===== config.mk =====
export PLATFORM = sky130hd
export DESIGN_NAME = reg_writeback_arb
export DESIGN_NICKNAME = d
export VERILOG_FILES = /design/src/rtl/mips_pkg.sv /design/src/rtl/wb_fifo.sv /design/src/rtl/reg_writeback_arb.sv
export SDC_FILE = /design/constraint.sdc
export NUM_CORES = 1
export LEC_CHECK = 0
export CORE_ASPECT_RATIO = 1.75
export CORE_MARGIN = 2
export CORE_UTILIZATION = 30
export DETAILED_ROUTE_END_ITERATION = 6
export GPL_ROUTABILITY_DRIVEN = 0
export PLACE_DENSITY = 0.57
export SYNTH_ARGS = -nofsm -noshare
export SYNTH_HDL_FRONTEND = slang
export SYNTH_SLANG_ARGS = --single-unit
export TNS_END_PERCENT = 20

===== constraint.sdc =====
create_clock -name clk -period 3 [get_ports clk]
set_clock_uncertainty 0.2 [all_clocks]
set_input_delay 0.75 -clock clk [delete_from_list [all_inputs] [get_ports clk]]
set_output_delay 0.75 -clock clk [all_outputs]
set_load 0.005 [all_outputs]

===== src/rtl/mips_pkg.sv =====
// Shared types and widths for the register-file writeback path.
package mips_pkg;

   localparam int DATA_W     = 32;
   localparam int REG_ADDR_W = 5;
   localparam int NUM_REGS   = 2**REG_ADDR_W;

   // One pending register-file write: destination index and result.
   typedef struct packed {
      logic [REG_ADDR_W-1:0] dst;
      logic [DATA_W-1:0]     data;
   } wb_req_t;

endpackage


===== src/rtl/wb_fifo.sv =====
// Small power-of-two FIFO of pending mul/div writebacks.
// Pointers carry one extra wrap bit so full and empty can be told apart.
module wb_fifo
   import mips_pkg::*;
#(
   parameter int DEPTH = 2
) (
   input  logic    clk,
   input  logic    rst,
   input  logic    push,
   input  logic    pop,
   input  wb_req_t wr_req,
   output wb_req_t head,
   output logic    full,
   output logic    empty
);

   localparam int PTR_W = $clog2(DEPTH);

   logic [PTR_W:0] wr_ptr;
   logic [PTR_W:0] rd_ptr;
   logic           push_ok;
   logic           pop_ok;
   wb_req_t        mem [DEPTH];

   assign empty   = (wr_ptr == rd_ptr);
   assign full    = (wr_ptr[PTR_W] != rd_ptr[PTR_W]) &&
                    (wr_ptr[PTR_W-1:0] == rd_ptr[PTR_W-1:0]);
   assign push_ok = push && !full;
   assign pop_ok  = pop && !empty;
   assign head    = mem[rd_ptr[PTR_W-1:0]];

   always_ff @(posedge clk or posedge rst) begin
      if (rst) begin
         wr_ptr <= '0;
         rd_ptr <= '0;
      end else begin
         if (push_ok) wr_ptr <= wr_ptr + (PTR_W+1)'(1);
         if (pop_ok)  rd_ptr <= rd_ptr + (PTR_W+1)'(1);
      end
   end

   // Entry storage needs no reset: it is only read when the pointers say it is valid.
   always_ff @(posedge clk) begin
      if (push_ok) mem[wr_ptr[PTR_W-1:0]] <= wr_req;
   end

endmodule


===== src/rtl/reg_writeback_arb.sv =====
// Register-file write port arbiter: ALU first, then queued mul/div results, plus pending-write scoreboard.
// Optional macro WB_BYPASS_EN exposes the write stage as a bypass source instead of stalling on it.
module reg_writeback_arb #(
   parameter int DATA_W     = mips_pkg::DATA_W,
   parameter int REG_ADDR_W = mips_pkg::REG_ADDR_W,
   parameter int MD_DEPTH   = 2
) (
   input  logic                  clk,
   input  logic                  rst,
   input  logic                  alu_valid,
   input  logic [REG_ADDR_W-1:0] alu_reg,
   input  logic [DATA_W-1:0]     alu_data,
   input  logic                  md_valid,
   output logic                  md_ready,
   input  logic [REG_ADDR_W-1:0] md_reg,
   input  logic [DATA_W-1:0]     md_data,
   input  logic                  issue_valid,
   input  logic [REG_ADDR_W-1:0] issue_reg,
   input  logic [REG_ADDR_W-1:0] rd_reg1,
   input  logic [REG_ADDR_W-1:0] rd_reg2,
   output logic                  rd_busy1,
   output logic                  rd_busy2,
`ifdef WB_BYPASS_EN
   output logic                  byp_hit1,
   output logic                  byp_hit2,
   output logic [DATA_W-1:0]     byp_data,
`endif
   output logic                  reg_write_en,
   output logic [REG_ADDR_W-1:0] write_reg,
   output logic [DATA_W-1:0]     write_data
);

   import mips_pkg::wb_req_t;

   localparam int NUM_REGS = 2**REG_ADDR_W;

   wb_req_t             md_req;
   wb_req_t             alu_req;
   wb_req_t             head;
   wb_req_t             sel_req;
   logic                q_full;
   logic                q_empty;
   logic                push;
   logic                pop;
   logic [NUM_REGS-1:0] busy;
   logic [NUM_REGS-1:0] busy_nxt;
   logic                wb_hit1;
   logic                wb_hit2;

   assign md_req  = '{dst: md_reg, data: md_data};
   assign alu_req = '{dst: alu_reg, data: alu_data};

   assign md_ready = !q_full;
   assign push     = md_valid && !q_full;
   assign pop      = !q_empty && !alu_valid;
   assign sel_req  = alu_valid ? alu_req : head;

   wb_fifo #(
      .DEPTH (MD_DEPTH)
   ) u_md_fifo (
      .clk    (clk),
      .rst    (rst),
      .push   (push),
      .pop    (pop),
      .wr_req (md_req),
      .head   (head),
      .full   (q_full),
      .empty  (q_empty)
   );

   // Destination 0 still consumes the request but never writes.
   always_ff @(posedge clk or posedge rst) begin
      if (rst) begin
         reg_write_en <= 1'b0;
         write_reg    <= '0;
         write_data   <= '0;
      end else if (alu_valid || pop) begin
         reg_write_en <= (sel_req.dst != '0);
         write_reg    <= sel_req.dst;
         write_data   <= sel_req.data;
      end else begin
         reg_write_en <= 1'b0;
      end
   end

   // A new issue to a register overrides the retirement of its previous result.
   always_comb begin
      busy_nxt = busy;
      if (pop)         busy_nxt[head.dst]  = 1'b0;
      if (issue_valid) busy_nxt[issue_reg] = 1'b1;
      busy_nxt[0] = 1'b0;
   end

   always_ff @(posedge clk or posedge rst) begin
      if (rst) busy <= '0;
      else     busy <= busy_nxt;
   end

   assign wb_hit1 = reg_write_en && (write_reg == rd_reg1) && (rd_reg1 != '0);
   assign wb_hit2 = reg_write_en && (write_reg == rd_reg2) && (rd_reg2 != '0);

`ifdef WB_BYPASS_EN
   assign byp_hit1 = wb_hit1;
   assign byp_hit2 = wb_hit2;
   assign byp_data = write_data;
   assign rd_busy1 = busy[rd_reg1];
   assign rd_busy2 = busy[rd_reg2];
`else
   assign rd_busy1 = busy[rd_reg1] | wb_hit1;
   assign rd_busy2 = busy[rd_reg2] | wb_hit2;
`endif

endmodule


; After elaboration in Yosys (flattened, before gate mapping)
; Memory sizes are Yosys's and may differ from the RTL's.
; Cells that the tools add are included.
[word_totals]
regBits = 73
latch_bits = 0
ram_bits = 74
rom_bits = 0
input_bits = 94
out_inout_bits = 41
elab_cells = 57
memories = 1
[op_classes]
n_addsub = 2
n_mul = 0
n_div = 0
n_lt_le_gt_ge = 6
n_eq_ne = 5
shifts = 0
mux = 14
bitwise_logic = 5
n_reduce_logical = 18
[memory_table]
columns = memory, words, width, read_ports, rd_clocked_by_memory_dff, wr, line
row1 = u_md_fifo.mem, 2, 37, 1, 0, 1, wb_fifo.sv:24  ; wb_req_t mem [DEPTH];
[op_table]
columns = op, n
row1 = $mux W32, 2
row2 = $mux W37, 1
row3 = $and A32 B32 Y32, 1
row4 = $not A32 Y32, 1
row5 = $or A32 B32 Y32, 1
row6 = $lt A5 B6 Y1 const B, 4
row7 = $reduce_bool A5 Y1, 3
row8 = $logic_and A1 B1 Y1, 11
row9 = $bmux W1 S5, 2
row10 = $demux W1 S5, 2
row11 = $eq A5 B5 Y1, 2
row12 = $ge A5 B1 Y1 const B, 2
row13 = $mux W1, 7
row14 = $add A2 B1 Y2 const B, 2
row15 = $logic_not A1 Y1, 3
row16 = $eq A2 B2 Y1, 1
row17 = $or A1 B1 Y1, 2
row18 = $eq A1 B1 Y1, 1
row19 = $logic_or A1 B1 Y1, 1
row20 = $ne A1 B1 Y1, 1

; Longest topological paths before layout
; An unclocked memory read counts as a cell.
[depth]
ltp_word = 10
ltp_mapped = 8
mapped_depth_nobuf = 5

; Modules after synthesis
; Synthesis repeated with hierarchy kept, for this count alone.
[hier_totals]
hier_cells = 508
hier_area_um2 = 6610.1
[by_module_without_submodules]
columns = mod, n_inst, cells_per_inst, area_each_um2, seq_area_each_um2
row1 = reg_writeback_arb, 1, 366, 3694.8, 1726.7
row2 = wb_fifo, 1, 142, 2915.3, 2322.2

; Least setup slack after synthesis
; OpenSTA, ideal clock, no wires.
[synth_path]
path_kind = register to register
start = register u_md_fifo.wr_ptr[1]
end = memory u_md_fifo.mem[0][0] in the netlist's numbering (enable)
setup_ns = 0.431
t_arrival_ns = 2.505
t_required_ns = 2.369
path_slack_ns = -0.137
stages_incl_launch_ff = 5
n_path_buf = 0
cell_sequence = dfrtp_1 xnor2_1 nand2b_1 nand2_1 nor2_1
[synth_between]
elab_chain_cells = 7
[synth_lines]
columns = element, line
row1 = from (decl), wb_fifo.sv:20  ; logic [PTR_W:0] wr_ptr;
row2 = from (signal assigned), wb_fifo.sv:38  ; if (push_ok) wr_ptr <= wr_ptr + (PTR_W+1)'(1);
row3 = $ne A1 B1 Y1 *, wb_fifo.sv:27  ; assign full = (wr_ptr[PTR_W] != rd_ptr[PTR_W]) &&
row4 = $logic_and A1 B1 Y1 *, wb_fifo.sv:27
row5 = $logic_not A1 Y1 *, n/a
row6 = via md_ready, reg_writeback_arb.sv:14  ; output logic md_ready,
row7 = $logic_and A1 B1 Y1, reg_writeback_arb.sv:54  ; assign push = md_valid && !q_full;
row8 = $logic_and A1 B1 Y1 *, wb_fifo.sv:29  ; assign push_ok = push && !full;
row9 = $mux W1 *, wb_fifo.sv:45  ; if (push_ok) mem[wr_ptr[PTR_W-1:0]] <= wr_req;
row10 = $mux W1 (implied by the code) *, wb_fifo.sv:45
row11 = to (decl), wb_fifo.sv:24
; The timed path passes the listed nets; every way through them passes the cells marked *.

; Worst setup path after layout
[layout_path]
start = input port rd_reg2[1]
end = output port rd_busy2
[layout_between]
elab_chain_cells = 4
elab_cells_between_ends = 7
[layout_lines]
columns = element, line
row1 = from (decl), reg_writeback_arb.sv:20  ; input logic [REG_ADDR_W-1:0] rd_reg2,
row2 = "parallel branches: the longest is 3 deep, another holds $bmux W1 S5", n/a
row3 = $or A1 B1 Y1 *, reg_writeback_arb.sv:110  ; assign rd_busy2 = busy[rd_reg2] | wb_hit2;
row4 = to (decl), reg_writeback_arb.sv:22  ; output logic rd_busy2,
; Mark *: on every way between the ends. The select of a mux whose other input is x is not followed.

==> results.json <==
{
  "overflow": 0,
  "grt_max_degree": 65,
  "clock_latency_ns": 0.41,
  "cts_tree": "done",
  "dpl.hpwl_um": 13600,
  "first_pass_iters": 4,
  "endpoint_kind": "primary output",
  "worstPathRequired_ns": 2.05,
  "die_x_um": 117,
  "ant_nets": 0,
  "cts-htree-levels": 4,
  "setup_viol": 1,
  "crit_slowest_cell": "or3_1",
  "synthDistinctLibCells": 49,
  "cts_hold_buf": 0,
  "clk_path_buf_depth": 2,
  "syn-num-nets": 653,
  "largest_register_ffs": 74,
  "antenna_found_initial": 2,
  "synth_edf_count": 74,
  "multi_input_area_um2": 2460,
  "hold_viol": 0,
  "routedWlPerCell_um": 17.8,
  "die_area_um2": 23400,
  "final_util_pct": 41.6,
  "tightest_slew_ns": 0.733,
  "status": "complete, but fails checks",
  "core_area_um2": 21900,
  "wirelength_um": 18200,
  "drc_errors": 0,
  "hold_class": "register to register",
  "synth_top_flop_cell": "edfxtp_1",
  "r2r-end": "busy[3]",
  "fill_cells": 2105,
  "register_area_um2": 4050,
  "postPlaceCellArea_um2": 8450,
  "yosysSeqAreaShare_pct": 60.9,
  "timing.critical_path.mode_cell": "buf_12",
  "clockRootBuffer": "clkbuf_16",
  "start_util_pct": 30.4,
  "slew_headroom_pct": 51.1,
  "path_cells": "buf_12, buf_12, nor2b_1, a2111oi_4, nor3_2, a31o_1, or3_1, buf_2",
  "io_pins": 135,
  "crit_fanout": 7,
  "tns_ns": -0.0172,
  "min_from": "write_data[25]",
  "min_path_cells": 2,
  "yosysTopAreaCell": "edfxtp_1",
  "cts_buffers": 17,
  "arrival_ns": 2.07,
  "crit_path_max_incr_delay_ns": 0.33,
  "syn_to_final_growth_pct": 37.1,
  "critPathLaunchType": "input port",
  "r2r-start": "u_md_fifo.rd_ptr[0]",
  "p_per_area_nw_per_um2": 936,
  "die_h_um": 201,
  "async_reset_ff_share_pct": 49.7,
  "leakage_uw": 0.00344,
  "final_cell_mix": "clkdlybuf4s50_1, o21ai_0, edfxtp_1, dfrtp_1, nand2_1",
  "drive_gt1_share_pct": 13.9,
  "r2r_slack_ns": 0.58,
  "syn_avg_cell_area_um2": 11.9,
  "routed_via_density": 4.89,
  "ir_drop_uv": 357,
  "worstSetupPathType": "input port to primary output",
  "timing.final.max_slew_violations": 0,
  "netlist.area_leader.share_pct": 33.4,
  "violations": "negative setup slack",
  "drtIter0Drc": 292,
  "fin_crit_sh_pct": 101,
  "layout.nets": 806,
  "setup_ws_ns": -0.0172,
  "min_period_ns": 3.02,
  "grt_usage_pct": 15.9,
  "netlist_instances": 559,
  "synth_area_um2": 6650,
  "cts.sinks": 147,
  "drv_cap": 0,
  "numPortBuffers": 134,
  "grt_pass1_vias": 5409,
  "cts.clk_slew.worst_paths_ns": 0.06,
  "ys_top_cells_by_area": "edfxtp_1, dfrtp_1, mux2i_1",
  "cp-startpoint": "rd_reg2[1]",
  "rows": 72,
  "ys_ff_latch": 147,
  "holdPathEnd": "write_data[25]",
  "postLayoutCellArea_um2": 9110,
  "rsz0062_at_grt": "yes",
  "grt_pass1_wl_um": 28200,
  "yosysWarningCount": 0,
  "layout_commonest_cell": "clkdlybuf4s50_1",
  "reg2reg_depth": 5,
  "max_freq_mhz": 331,
  "via_count": 5006
}
==> through the flow <==
step	setup slack (ns)	hold slack [ns]	std cells	power [uW]
2_1_floorplan	0.0779	0.262	559	5050
3_3_place_gp	-0.849	0.265	987	6400
3_5_place_dp	-0.877	0.270	987	6520
4_1_cts	-0.0278	0.284	1021	8630
5_1_grt	-0.0688	0.309	1022	9050
6_report	-0.0172	0.278	1023	8530
==> cell type report <==
type | count | area share [%]
repair buffers | 163 | 17.8
multi-input cells | 379 | 27.0
well taps | 296 | 4.06
diodes | 2 | 0.0549
inverters | 4 | 0.165
clock buffers | 22 | 5.68
flip-flops and latches | 147 | 44.4
clock inverters | 10 | 0.741
==> critical path, delay by kind of cell <==
family	cells	cell delay, ns
AO/OA/AOI/OAI	2	0.50
buffers and inverters	3	0.34
AND/OR/NAND/NOR	3	0.47
==> cell families (layout without fill, tap and decap cells) <==
kind of cell / count (synthesis) / in the layout / synth area share [%]
compound gates: 155 / 155 / 13.0
xor+xnor: 14 / 14 / 1.84
buf+inv: 33 / 199 / 3.09
flops: 147 / 147 / 60.9
mux: 69 / 69 / 11.5
other cells: 0 / 2 / 0
simple gates: 141 / 141 / 9.64
==> power by group <==
part           total, uW  leakage [uW]  switching (uW)  internal [uW]
sequential          3450       0.00156             463           2990
combinational       3010       0.00159            1540           1470
clock               2060      0.000286             837           1230
total               8530       0.00344            2840           5690
==> synthesized netlist by cell type, types with 4 or more instances <==
| cell type | count |
|---|---|
| nand2b_1 | 4 |
| dfrtp_1 | 73 |
| mux2_2 | 7 |
| o21ai_0 | 99 |
| inv_1 | 4 |
| mux4_2 | 5 |
| nor2b_1 | 4 |
| mux2i_1 | 57 |
| nand2_1 | 57 |
| xnor2_1 | 9 |
| nor3_1 | 6 |
| clkbuf_1 | 9 |
| buf_2 | 8 |
| edfxtp_1 | 74 |
| nor2_1 | 42 |
| nand3b_1 | 8 |
| nand3_1 | 7 |
| a21oi_1 | 37 |
| buf_4 | 4 |
| xor2_1 | 5 |
==> worst max-delay path by stage <==
stage	cells after the start	to	slack, ns
finish	8	rd_busy2	-0.02
CTS	8	rd_busy2	-0.03
detailed placement	8	rd_busy2	-0.88
global route	8	rd_busy2	-0.07
global placement	8	rd_busy2	-0.85
floorplan	6	rd_busy2	0.08
==> what timing repair did <==
action | 4_1_cts | 5_1_grt
cloned | 1 | 0
setup endpoints to repair | 2 | 2
pin swaps | 4 | 2
resized for setup | 56 | 6
setup buffers | 1 | 0
==> per-layer routing <==
layer,wire length [um],GRT usage [%]
met5,0,0
met4,748,9.27
met3,803,3.17
met2,10400,29.8
met1,6280,15.5
Power figures use the tool's default switching activity.
